$ cat src/rtl/hazard_sched_if.sv
// Handshake bundle between the 5-stage pipeline datapath and hazard_sched.
// Latency: n/a (wires only). Backpressure: n/a; stage enables travel to the datapath on this bundle.
// master = pipeline datapath (drives ID decode fields, redirect, dmem ready)
// slave  = hazard_sched (drives enables, flushes, forward selects, timeout)
interface hazard_sched_if;
  logic       id_vld;
  logic [4:0] id_rs1;
  logic [4:0] id_rs2;
  logic       id_use_rs1;
  logic       id_use_rs2;
  logic [4:0] id_rd;
  logic       id_rd_wren;
  logic       id_is_load;
  logic       id_is_mem;
  logic       ex_redirect;
  logic       dmem_ready;

  logic       pc_en;
  logic       ifid_en;
  logic       ifid_flush;
  logic       idex_en;
  logic       idex_flush;
  logic       exmem_en;
  logic       memwb_flush;
  logic [1:0] fwd_a_sel;
  logic [1:0] fwd_b_sel;
  logic       dmem_timeout;

  modport master (
    output id_vld, id_rs1, id_rs2, id_use_rs1, id_use_rs2, id_rd, id_rd_wren,
           id_is_load, id_is_mem, ex_redirect, dmem_ready,
    input  pc_en, ifid_en, ifid_flush, idex_en, idex_flush, exmem_en,
           memwb_flush, fwd_a_sel, fwd_b_sel, dmem_timeout
  );

  modport slave (
    input  id_vld, id_rs1, id_rs2, id_use_rs1, id_use_rs2, id_rd, id_rd_wren,
           id_is_load, id_is_mem, ex_redirect, dmem_ready,
    output pc_en, ifid_en, ifid_flush, idex_en, idex_flush, exmem_en,
           memwb_flush, fwd_a_sel, fwd_b_sel, dmem_timeout
  );
endinterface

$ cat src/rtl/hazard_sched.sv
// Pipeline sequencer for the RV32I 5-stage core: enables, flushes, load-use stall, dmem freeze, EX forwarding.
// Latency: control outputs are combinational from the shadow state and current inputs; shadow updates each edge.
// Backpressure: dmem not ready on a MEM-stage access freezes PC..EX/MEM and bubbles MEM/WB until ready.
// Ports: clk, reset (sync, active high); bus (hazard_sched_if.slave) carries ID decode fields,
//        EX redirect, dmem ready in; stage enables/flushes, forward selects, sticky dmem timeout out.
module hazard_sched #(
  parameter int MEM_TIMEOUT = 16
) (
  input  logic           clk,
  input  logic           reset,
  hazard_sched_if.slave  bus
);

  localparam int CW = $clog2(MEM_TIMEOUT + 1);
  localparam logic [CW-1:0] CNT_MAX  = CW'(MEM_TIMEOUT);
  localparam logic [CW-1:0] CNT_LAST = CW'(MEM_TIMEOUT - 1);

  typedef struct packed {
    logic       vld;
    logic [4:0] rs1;
    logic [4:0] rs2;
    logic       use_rs1;
    logic       use_rs2;
    logic [4:0] rd;
    logic       rd_wren;
    logic       is_load;
    logic       is_mem;
  } idex_t;

  typedef struct packed {
    logic       vld;
    logic [4:0] rd;
    logic       rd_wren;
    logic       is_load;
    logic       is_mem;
  } exmem_t;

  typedef struct packed {
    logic       vld;
    logic [4:0] rd;
    logic       rd_wren;
  } memwb_t;

  idex_t          idex;
  exmem_t         exmem;
  memwb_t         memwb;
  logic [CW-1:0]  wait_cnt;
  logic           timeout;

  logic           freeze;
  logic           redirect;
  logic           ld_hit;
  logic           load_use;

  // EX/MEM wins over MEM/WB because it holds the younger producer.
  // A load in EX/MEM has no data yet; the load-use stall guarantees the
  // consumer picks it up from MEM/WB one cycle later instead.
  function automatic logic [1:0] fwd_sel(
    input logic       use_rs,
    input logic [4:0] rs,
    input exmem_t     em,
    input memwb_t     mw
  );
    logic em_wr;
    logic mw_wr;
    em_wr = em.vld & em.rd_wren & (em.rd != 5'd0);
    mw_wr = mw.vld & mw.rd_wren & (mw.rd != 5'd0);
    if (!use_rs || rs == 5'd0) begin
      return 2'b00;
    end
    if (em_wr && em.rd == rs && !em.is_load) begin
      return 2'b01;
    end
    if (mw_wr && mw.rd == rs) begin
      return 2'b10;
    end
    return 2'b00;
  endfunction

  always_comb begin
    freeze   = exmem.vld & exmem.is_mem & ~bus.dmem_ready;
    redirect = bus.ex_redirect & idex.vld & ~freeze;
    ld_hit   = idex.vld & idex.is_load & (idex.rd != 5'd0) & bus.id_vld &
               ((bus.id_use_rs1 & (bus.id_rs1 == idex.rd)) |
                (bus.id_use_rs2 & (bus.id_rs2 == idex.rd)));
    load_use = ld_hit & ~redirect & ~freeze;

    bus.pc_en        = ~freeze & ~load_use;
    bus.ifid_en      = ~freeze & ~load_use;
    bus.ifid_flush   = redirect;
    bus.idex_en      = ~freeze;
    bus.idex_flush   = redirect | load_use;
    bus.exmem_en     = ~freeze;
    bus.memwb_flush  = freeze;
    bus.dmem_timeout = timeout;

    // A bubble in EX reads nothing, so it never asks for a bypass.
    bus.fwd_a_sel = 2'b00;
    bus.fwd_b_sel = 2'b00;
    if (idex.vld) begin
      bus.fwd_a_sel = fwd_sel(idex.use_rs1, idex.rs1, exmem, memwb);
      bus.fwd_b_sel = fwd_sel(idex.use_rs2, idex.rs2, exmem, memwb);
    end
  end

  always_ff @(posedge clk) begin
    if (reset) begin
      idex     <= '0;
      exmem    <= '0;
      memwb    <= '0;
      wait_cnt <= '0;
      timeout  <= 1'b0;
    end else if (freeze) begin
      // ID/EX and EX/MEM hold; the stuck access must not retire twice.
      memwb.vld <= 1'b0;
      if (wait_cnt == CNT_LAST) begin
        timeout <= 1'b1;
      end
      if (wait_cnt != CNT_MAX) begin
        wait_cnt <= wait_cnt + CW'(1);
      end
    end else begin
      wait_cnt <= '0;

      memwb.vld     <= exmem.vld;
      memwb.rd      <= exmem.rd;
      memwb.rd_wren <= exmem.rd_wren;

      exmem.vld     <= idex.vld;
      exmem.rd      <= idex.rd;
      exmem.rd_wren <= idex.rd_wren;
      exmem.is_load <= idex.is_load;
      exmem.is_mem  <= idex.is_mem;

      // Redirect squashes the wrong-path ID instruction; load-use inserts a
      // bubble while IF/ID holds the consumer for one more cycle.
      idex.vld     <= bus.id_vld & ~redirect & ~load_use;
      idex.rs1     <= bus.id_rs1;
      idex.rs2     <= bus.id_rs2;
      idex.use_rs1 <= bus.id_use_rs1;
      idex.use_rs2 <= bus.id_use_rs2;
      idex.rd      <= bus.id_rd;
      idex.rd_wren <= bus.id_rd_wren;
      idex.is_load <= bus.id_is_load;
      idex.is_mem  <= bus.id_is_mem;
    end
  end

endmodule

$ cat src/flat_wrapper.sv
// flat-port wrapper written by rule: the top's interface ports become plain ports
module hazard_sched_flat 
#(
  parameter int MEM_TIMEOUT = 16
)
  (clk, reset, bus_id_vld, bus_id_rs1, bus_id_rs2, bus_id_use_rs1, bus_id_use_rs2, bus_id_rd, bus_id_rd_wren, bus_id_is_load, bus_id_is_mem, bus_ex_redirect, bus_dmem_ready, bus_pc_en, bus_ifid_en, bus_ifid_flush, bus_idex_en, bus_idex_flush, bus_exmem_en, bus_memwb_flush, bus_fwd_a_sel, bus_fwd_b_sel, bus_dmem_timeout);
  hazard_sched_if bus_i ();
  input  logic clk;
  input  logic reset;
  input wire logic [$bits(bus_i.id_vld)-1:0] bus_id_vld;
  input wire logic [$bits(bus_i.id_rs1)-1:0] bus_id_rs1;
  input wire logic [$bits(bus_i.id_rs2)-1:0] bus_id_rs2;
  input wire logic [$bits(bus_i.id_use_rs1)-1:0] bus_id_use_rs1;
  input wire logic [$bits(bus_i.id_use_rs2)-1:0] bus_id_use_rs2;
  input wire logic [$bits(bus_i.id_rd)-1:0] bus_id_rd;
  input wire logic [$bits(bus_i.id_rd_wren)-1:0] bus_id_rd_wren;
  input wire logic [$bits(bus_i.id_is_load)-1:0] bus_id_is_load;
  input wire logic [$bits(bus_i.id_is_mem)-1:0] bus_id_is_mem;
  input wire logic [$bits(bus_i.ex_redirect)-1:0] bus_ex_redirect;
  input wire logic [$bits(bus_i.dmem_ready)-1:0] bus_dmem_ready;
  output wire logic [$bits(bus_i.pc_en)-1:0] bus_pc_en;
  output wire logic [$bits(bus_i.ifid_en)-1:0] bus_ifid_en;
  output wire logic [$bits(bus_i.ifid_flush)-1:0] bus_ifid_flush;
  output wire logic [$bits(bus_i.idex_en)-1:0] bus_idex_en;
  output wire logic [$bits(bus_i.idex_flush)-1:0] bus_idex_flush;
  output wire logic [$bits(bus_i.exmem_en)-1:0] bus_exmem_en;
  output wire logic [$bits(bus_i.memwb_flush)-1:0] bus_memwb_flush;
  output wire logic [$bits(bus_i.fwd_a_sel)-1:0] bus_fwd_a_sel;
  output wire logic [$bits(bus_i.fwd_b_sel)-1:0] bus_fwd_b_sel;
  output wire logic [$bits(bus_i.dmem_timeout)-1:0] bus_dmem_timeout;
  assign bus_i.id_vld = bus_id_vld;
  assign bus_i.id_rs1 = bus_id_rs1;
  assign bus_i.id_rs2 = bus_id_rs2;
  assign bus_i.id_use_rs1 = bus_id_use_rs1;
  assign bus_i.id_use_rs2 = bus_id_use_rs2;
  assign bus_i.id_rd = bus_id_rd;
  assign bus_i.id_rd_wren = bus_id_rd_wren;
  assign bus_i.id_is_load = bus_id_is_load;
  assign bus_i.id_is_mem = bus_id_is_mem;
  assign bus_i.ex_redirect = bus_ex_redirect;
  assign bus_i.dmem_ready = bus_dmem_ready;
  assign bus_pc_en = bus_i.pc_en;
  assign bus_ifid_en = bus_i.ifid_en;
  assign bus_ifid_flush = bus_i.ifid_flush;
  assign bus_idex_en = bus_i.idex_en;
  assign bus_idex_flush = bus_i.idex_flush;
  assign bus_exmem_en = bus_i.exmem_en;
  assign bus_memwb_flush = bus_i.memwb_flush;
  assign bus_fwd_a_sel = bus_i.fwd_a_sel;
  assign bus_fwd_b_sel = bus_i.fwd_b_sel;
  assign bus_dmem_timeout = bus_i.dmem_timeout;
  hazard_sched #(.MEM_TIMEOUT(MEM_TIMEOUT)) u_core (.clk(clk), .reset(reset), .bus(bus_i));
endmodule
$ cat config.mk
export PLATFORM = sky130hd
export DESIGN_NAME = hazard_sched_flat
export DESIGN_NICKNAME = d
export VERILOG_FILES = /design/src/rtl/hazard_sched_if.sv /design/src/rtl/hazard_sched.sv /design/src/flat_wrapper.sv
export SDC_FILE = /design/constraint.sdc
export NUM_CORES = 1
export LEC_CHECK = 0
export BUFFER_PORTS_ARGS = -buffer_cell sky130_fd_sc_hd__clkbuf_2
export CORE_MARGIN = 4
export CORE_UTILIZATION = 50
export CTS_BUF_LIST = sky130_fd_sc_hd__clkbuf_4 sky130_fd_sc_hd__clkbuf_8
export CTS_CLUSTER_SIZE = 16
export DETAILED_ROUTE_END_ITERATION = 6
export GPL_ROUTABILITY_DRIVEN = 0
export GPL_TIMING_DRIVEN = 0
export PLACE_DENSITY = 0.7
export SETUP_SLACK_MARGIN = 0.2
export SYNTH_ARGS = -nofsm -noshare
export SYNTH_HDL_FRONTEND = slang
export SYNTH_SLANG_ARGS = --single-unit
$ cat constraint.sdc
create_clock -name clk -period 4.6 [get_ports clk]
set_input_delay 0.92 -clock clk [delete_from_list [all_inputs] [get_ports clk]]
set_output_delay 0.92 -clock clk [all_outputs]
set_load 0.05 [all_outputs]
== Word-level counts from Yosys, hierarchy flattened ==
Index checks and enable logic that the tools add are counted.
Cells by class
  reduce and logical (&&, ||, !) cells: 19
  equal/unequal tests: 8
  muxes and demuxes: 32
  bitwise logic cells: 25
  add/subtract/negate cells: 1
Operators with widths (number)
  $eq 5x5->1: 6
  $mux 2: 14
  $and 1x1->1: 19
  $mux 1: 18
  $reduce_bool 5->1: 3
  $logic_not 5->1: 2
  $logic_and 1x1->1: 6
  $add 5x1->5 const B: 1
  $eq 5x4->1 const B: 1
  $ne 5x5->1 const B: 1
  $not 1->1: 4
  $reduce_or 2->1: 2
  $logic_not 1->1: 3
  $logic_or 1x1->1: 2
  $or 1x1->1: 2
  $reduce_and 2->1: 1
Word-level totals
  output and inout bits: 12
  word-level logic and storage cells: 104
  bits in registers: 43
  bits of input ports: 25

== Logic depth before layout (Yosys ltp) ==
  depth after elaboration: 14
  mapped depth: 7
  depth with buffers taken out: 5

== Worst setup path before layout ==
No wires, ideal clock.
  path kind: in2out
  from: input port bus_dmem_ready
  to: output port bus_pc_en
  arrival time: 2680 ps
  slack: 1000 ps
  required time: 3680 ps
  path buffers: 3
  stages on the path: 5
  path through: or2_2 > clkbuf_1 > clkbuf_1 > and2_1 > buf_4
On the way
  word-level cells in the longest chain between the ends: 9
RTL lines
  start, declared: RTL line flat_wrapper.sv:20  | input wire logic [$bits(bus_i.dmem_ready)-1:0] bus_dmem_ready;
  $not 1->1 (*): RTL line hazard_sched.sv:81  | freeze = exmem.vld & exmem.is_mem & ~bus.dmem_ready;
  $and 1x1->1 (*): RTL line hazard_sched.sv:81
  $not 1->1 (*)
  named net bus_exmem_en: RTL line flat_wrapper.sv:26  | output wire logic [$bits(bus_i.exmem_en)-1:0] bus_exmem_en;
  $and 1x1->1: RTL line hazard_sched.sv:82  | redirect = bus.ex_redirect & idex.vld & ~freeze;
  $not 1->1: RTL line hazard_sched.sv:86  | load_use = ld_hit & ~redirect & ~freeze;
  $and 1x1->1 (2 in a row): RTL line hazard_sched.sv:86
  $not 1->1: RTL line hazard_sched.sv:88  | bus.pc_en = ~freeze & ~load_use;
  $and 1x1->1 (*): RTL line hazard_sched.sv:88
  end, declared: RTL line flat_wrapper.sv:21  | output wire logic [$bits(bus_i.pc_en)-1:0] bus_pc_en;
The timed path passes the listed nets; every way through them passes the cells marked *.

== Worst setup path after layout ==
  from: input port bus_dmem_ready
  to: output port bus_pc_en
On the way
  word-level cells in the longest chain between the ends: 9
RTL lines (RTL line)
  $not 1->1 (*): hazard_sched.sv:81
  $and 1x1->1 (*): hazard_sched.sv:81
  $not 1->1 (*): hazard_sched.sv:82, hazard_sched.sv:86, hazard_sched.sv:88
  $and 1x1->1: hazard_sched.sv:82
  $not 1->1: hazard_sched.sv:86
  $and 1x1->1 (2 in a row): hazard_sched.sv:86
  $not 1->1: hazard_sched.sv:88
  $and 1x1->1 (*): hazard_sched.sv:88
Every way passes the cells marked *; elsewhere a longest branch is shown, timed or not.

==> out/metrics.cfg <==
[setup_path]
critPathLaunch=bus_dmem_ready
timing.critical_path.slowest_stage_cell=clkbuf_1
worstReg2RegStart=u_core.exmem[8]
crit_path_end_kind=primary output
startpoint_type=input pin
critical_path_class=in -> out
critPathBufInv=5
arrival_ns=2.29
worstPathRequired_ns=3.68
worstPathCellList=clkbuf_2 > or2_2 > clkbuf_1 > clkbuf_1 > and2_1 > buf_4 > clkbuf_2
critPathMaxStageDelay_ns=0.44
crit_family=buffers and inverters
cp_max_fo=11

[floorplan]
die-area_um2=5150
initial_core_util_pct=53.5
die_w_um=71.8
std_cell_rows=22
pin_count=37
die_y_um=71.8
core-area_um2=3800

[placement]
portBuffers=35
dpl.hpwl_mm=3.84
dpl_cell_area_um2=2270
dp_slack_ns=1.37

[synth]
ys_warn_count=0
synth_top_cell_by_area=dfxtp_1
netlist_instances=256
post_synth_mux_area_share_pct=0.493
synth_seq_cells=43
yosys-top-cells-area=dfxtp_1 42%, nand2_1 13%, xnor2_1 9.5%
synth.net_count=284
synth_top_area_share_pct=42.4
netlist_area_um2=2030
yosys.area_share.simple_pct=23.8
seq_area_frac_synth_pct=42.4
synth_adder_area_share_pct=1.85
ys_types=30
synth_top_family_by_area=simple AND/OR/NAND/NOR gates
synth_xor_area_share_pct=14.2
synth_compound_area_share_pct=12.8
avgSynthCellArea_um2=7.94

[final_layout]
final_nets=326
final_cell_area_um2=2360
synthToLayoutAreaGrowth_pct=15.9
final_cell_mix=72 x nand2_1, 43 x dfxtp_1, 36 x a21oi_1
n_antenna_cell=0
mostFrequentLayoutCell=nand2_1
final_layout_size_suffix_gt1_share_pct=17.4
fillers=367

[clock_tree]
cts_root_buf=clkbuf_8
cts_setup_buffers=0
cts-resized-gates=0
clk_pin_slew_ns=0.08
postCtsHoldBufs=0
cts_tree=yes
cts-htree-levels=2
clock_path_buffers=2
worst_skew_pair.late_latency_ns=0.30
cts_sinks=43
numCtsBuffers=5

[global_route]
grt_pass1_wl_mm=8.47
first_global_vias=1691
grt_overflow_total=0
grt_use_met1_pct=30.1
grt_usage_pct=21.0
grtUsageMet2_pct=31.8
grt_start_max_net_pins=14
antenna_found_initial=0
use_met3_pct=5.89
grt.busiest_layer=met2

[route]
drc_errors=0
routed_wl_mm=5.11
antenna_left=0
drtPass1Iterations=4
num_vias=1828
drt_iter0_markers=117
wl_per_cell_um=14.7
vias_per_cell=5.27

[sta]
setup_violations=0
setup_ws_ns=1.39
fmax_ghz=0.311
hold_viol_final=0
setup_tns_ns=0
fin_crit_sh_pct=69.8
worst_pin_slew_ns=0.550
slew_viol_final=0
max_slew_margin_pct=63.3
clock_skew_ns=0.00516
fin_crit_ns=3.21
rsz0062_at_grt=no

[min_path]
hold_path_startpoint=u_core.idex[2]
min_path_type=reg -> reg

[power]
power.density_nw_per_um2=308
power.leakage_uw=0.00100
peakVddDrop_uv=221

[flow_run]
cap_violations=0

[status]
status=finished clean

==> kinds of logic after synthesis <==
logic type,Yosys count
simple gates,109
compound gates,46
flops,43
xor+xnor,33
buf+inv,21
fa+ha+maj,3
mux,1
==> through the flow <==
stage	utilization [%]	power, uW	hold slack, ns	cells
global route	62.0	754	0.489	347
finish	62.0	725	0.467	347
global placement	59.7	487	0.443	339
floorplan	-	460	0.432	256
detailed placement	59.7	489	0.458	339
CTS	62.0	726	0.472	347
==> final cells by class <==
cell class	count	area [um^2]	share of cell area (%)
multi-input cells	192	1080	45.8
flip-flops and latches	43	861	36.5
repair buffers	35	175	7.43
clock buffers	6	76.3	3.24
plain buffers	16	72.6	3.08
well taps	48	60.1	2.55
inverters	5	18.8	0.797
clock inverters	2	12.5	0.531
==> per-layer routing <==
layer,routed length (um),up-vias
li1,-,937
met1,2430,838
met2,2340,49
met3,293,4
met4,32,0
met5,0,-
==> worst reg2reg max path: stages, from the launching register on <==
cell and delay (ns):
dfxtp_1 0.32, nand2_1 0.06, or2_2 0.09, clkbuf_1 0.18, clkbuf_1 0.40, nor2_1 0.12
a22o_1 0.24
==> worst paths after layout <==
path	to	slack [ns]	depth (start not counted)
hold / removal	u_core.idex[2]	0.47	2
hold reg to reg	u_core.idex[2]	0.47	2
setup reg to reg	u_core.idex[20]	3.09	6
setup / recovery	bus_pc_en	1.39	7
==> where the power goes <==
| group | total (uW) | switching [uW] | internal [uW] |
|---|---|---|---|
| clock | 245 | 132 | 112 |
| combinational | 71.8 | 36.6 | 35.2 |
| sequential | 409 | 21.6 | 387 |
==> synthesized netlist by cell type <==
cell type / number
and3_1: 1
o21ai_0: 2
nand2_1: 72
xor2_1: 11
o2111ai_1: 1
inv_1: 5
mux2i_1: 1
o21ai_2: 1
buf_4: 2
or4_1: 5
nor2_1: 8
xnor2_1: 22
o22ai_1: 1
o211ai_1: 1
and2_1: 1
nand4_1: 2
a21oi_1: 36
nor4b_2: 1
nor4_1: 5
dfxtp_1: 43
or2_2: 1
clkbuf_1: 10
a22o_1: 1
nor3_1: 6
nor3b_1: 1
ha_1: 3
nand3_1: 6
o2111a_1: 2
o21a_1: 1
buf_2: 4
==> sequential cells by signal, summed over array words and instances, names as in the netlist <==
signal and cells:
u_core.memwb 7, u_core.wait_cnt 5, u_core.idex 21, u_core.bus.dmem_timeout 1, u_core.exmem 9
(Power assumes the default switching activity.)
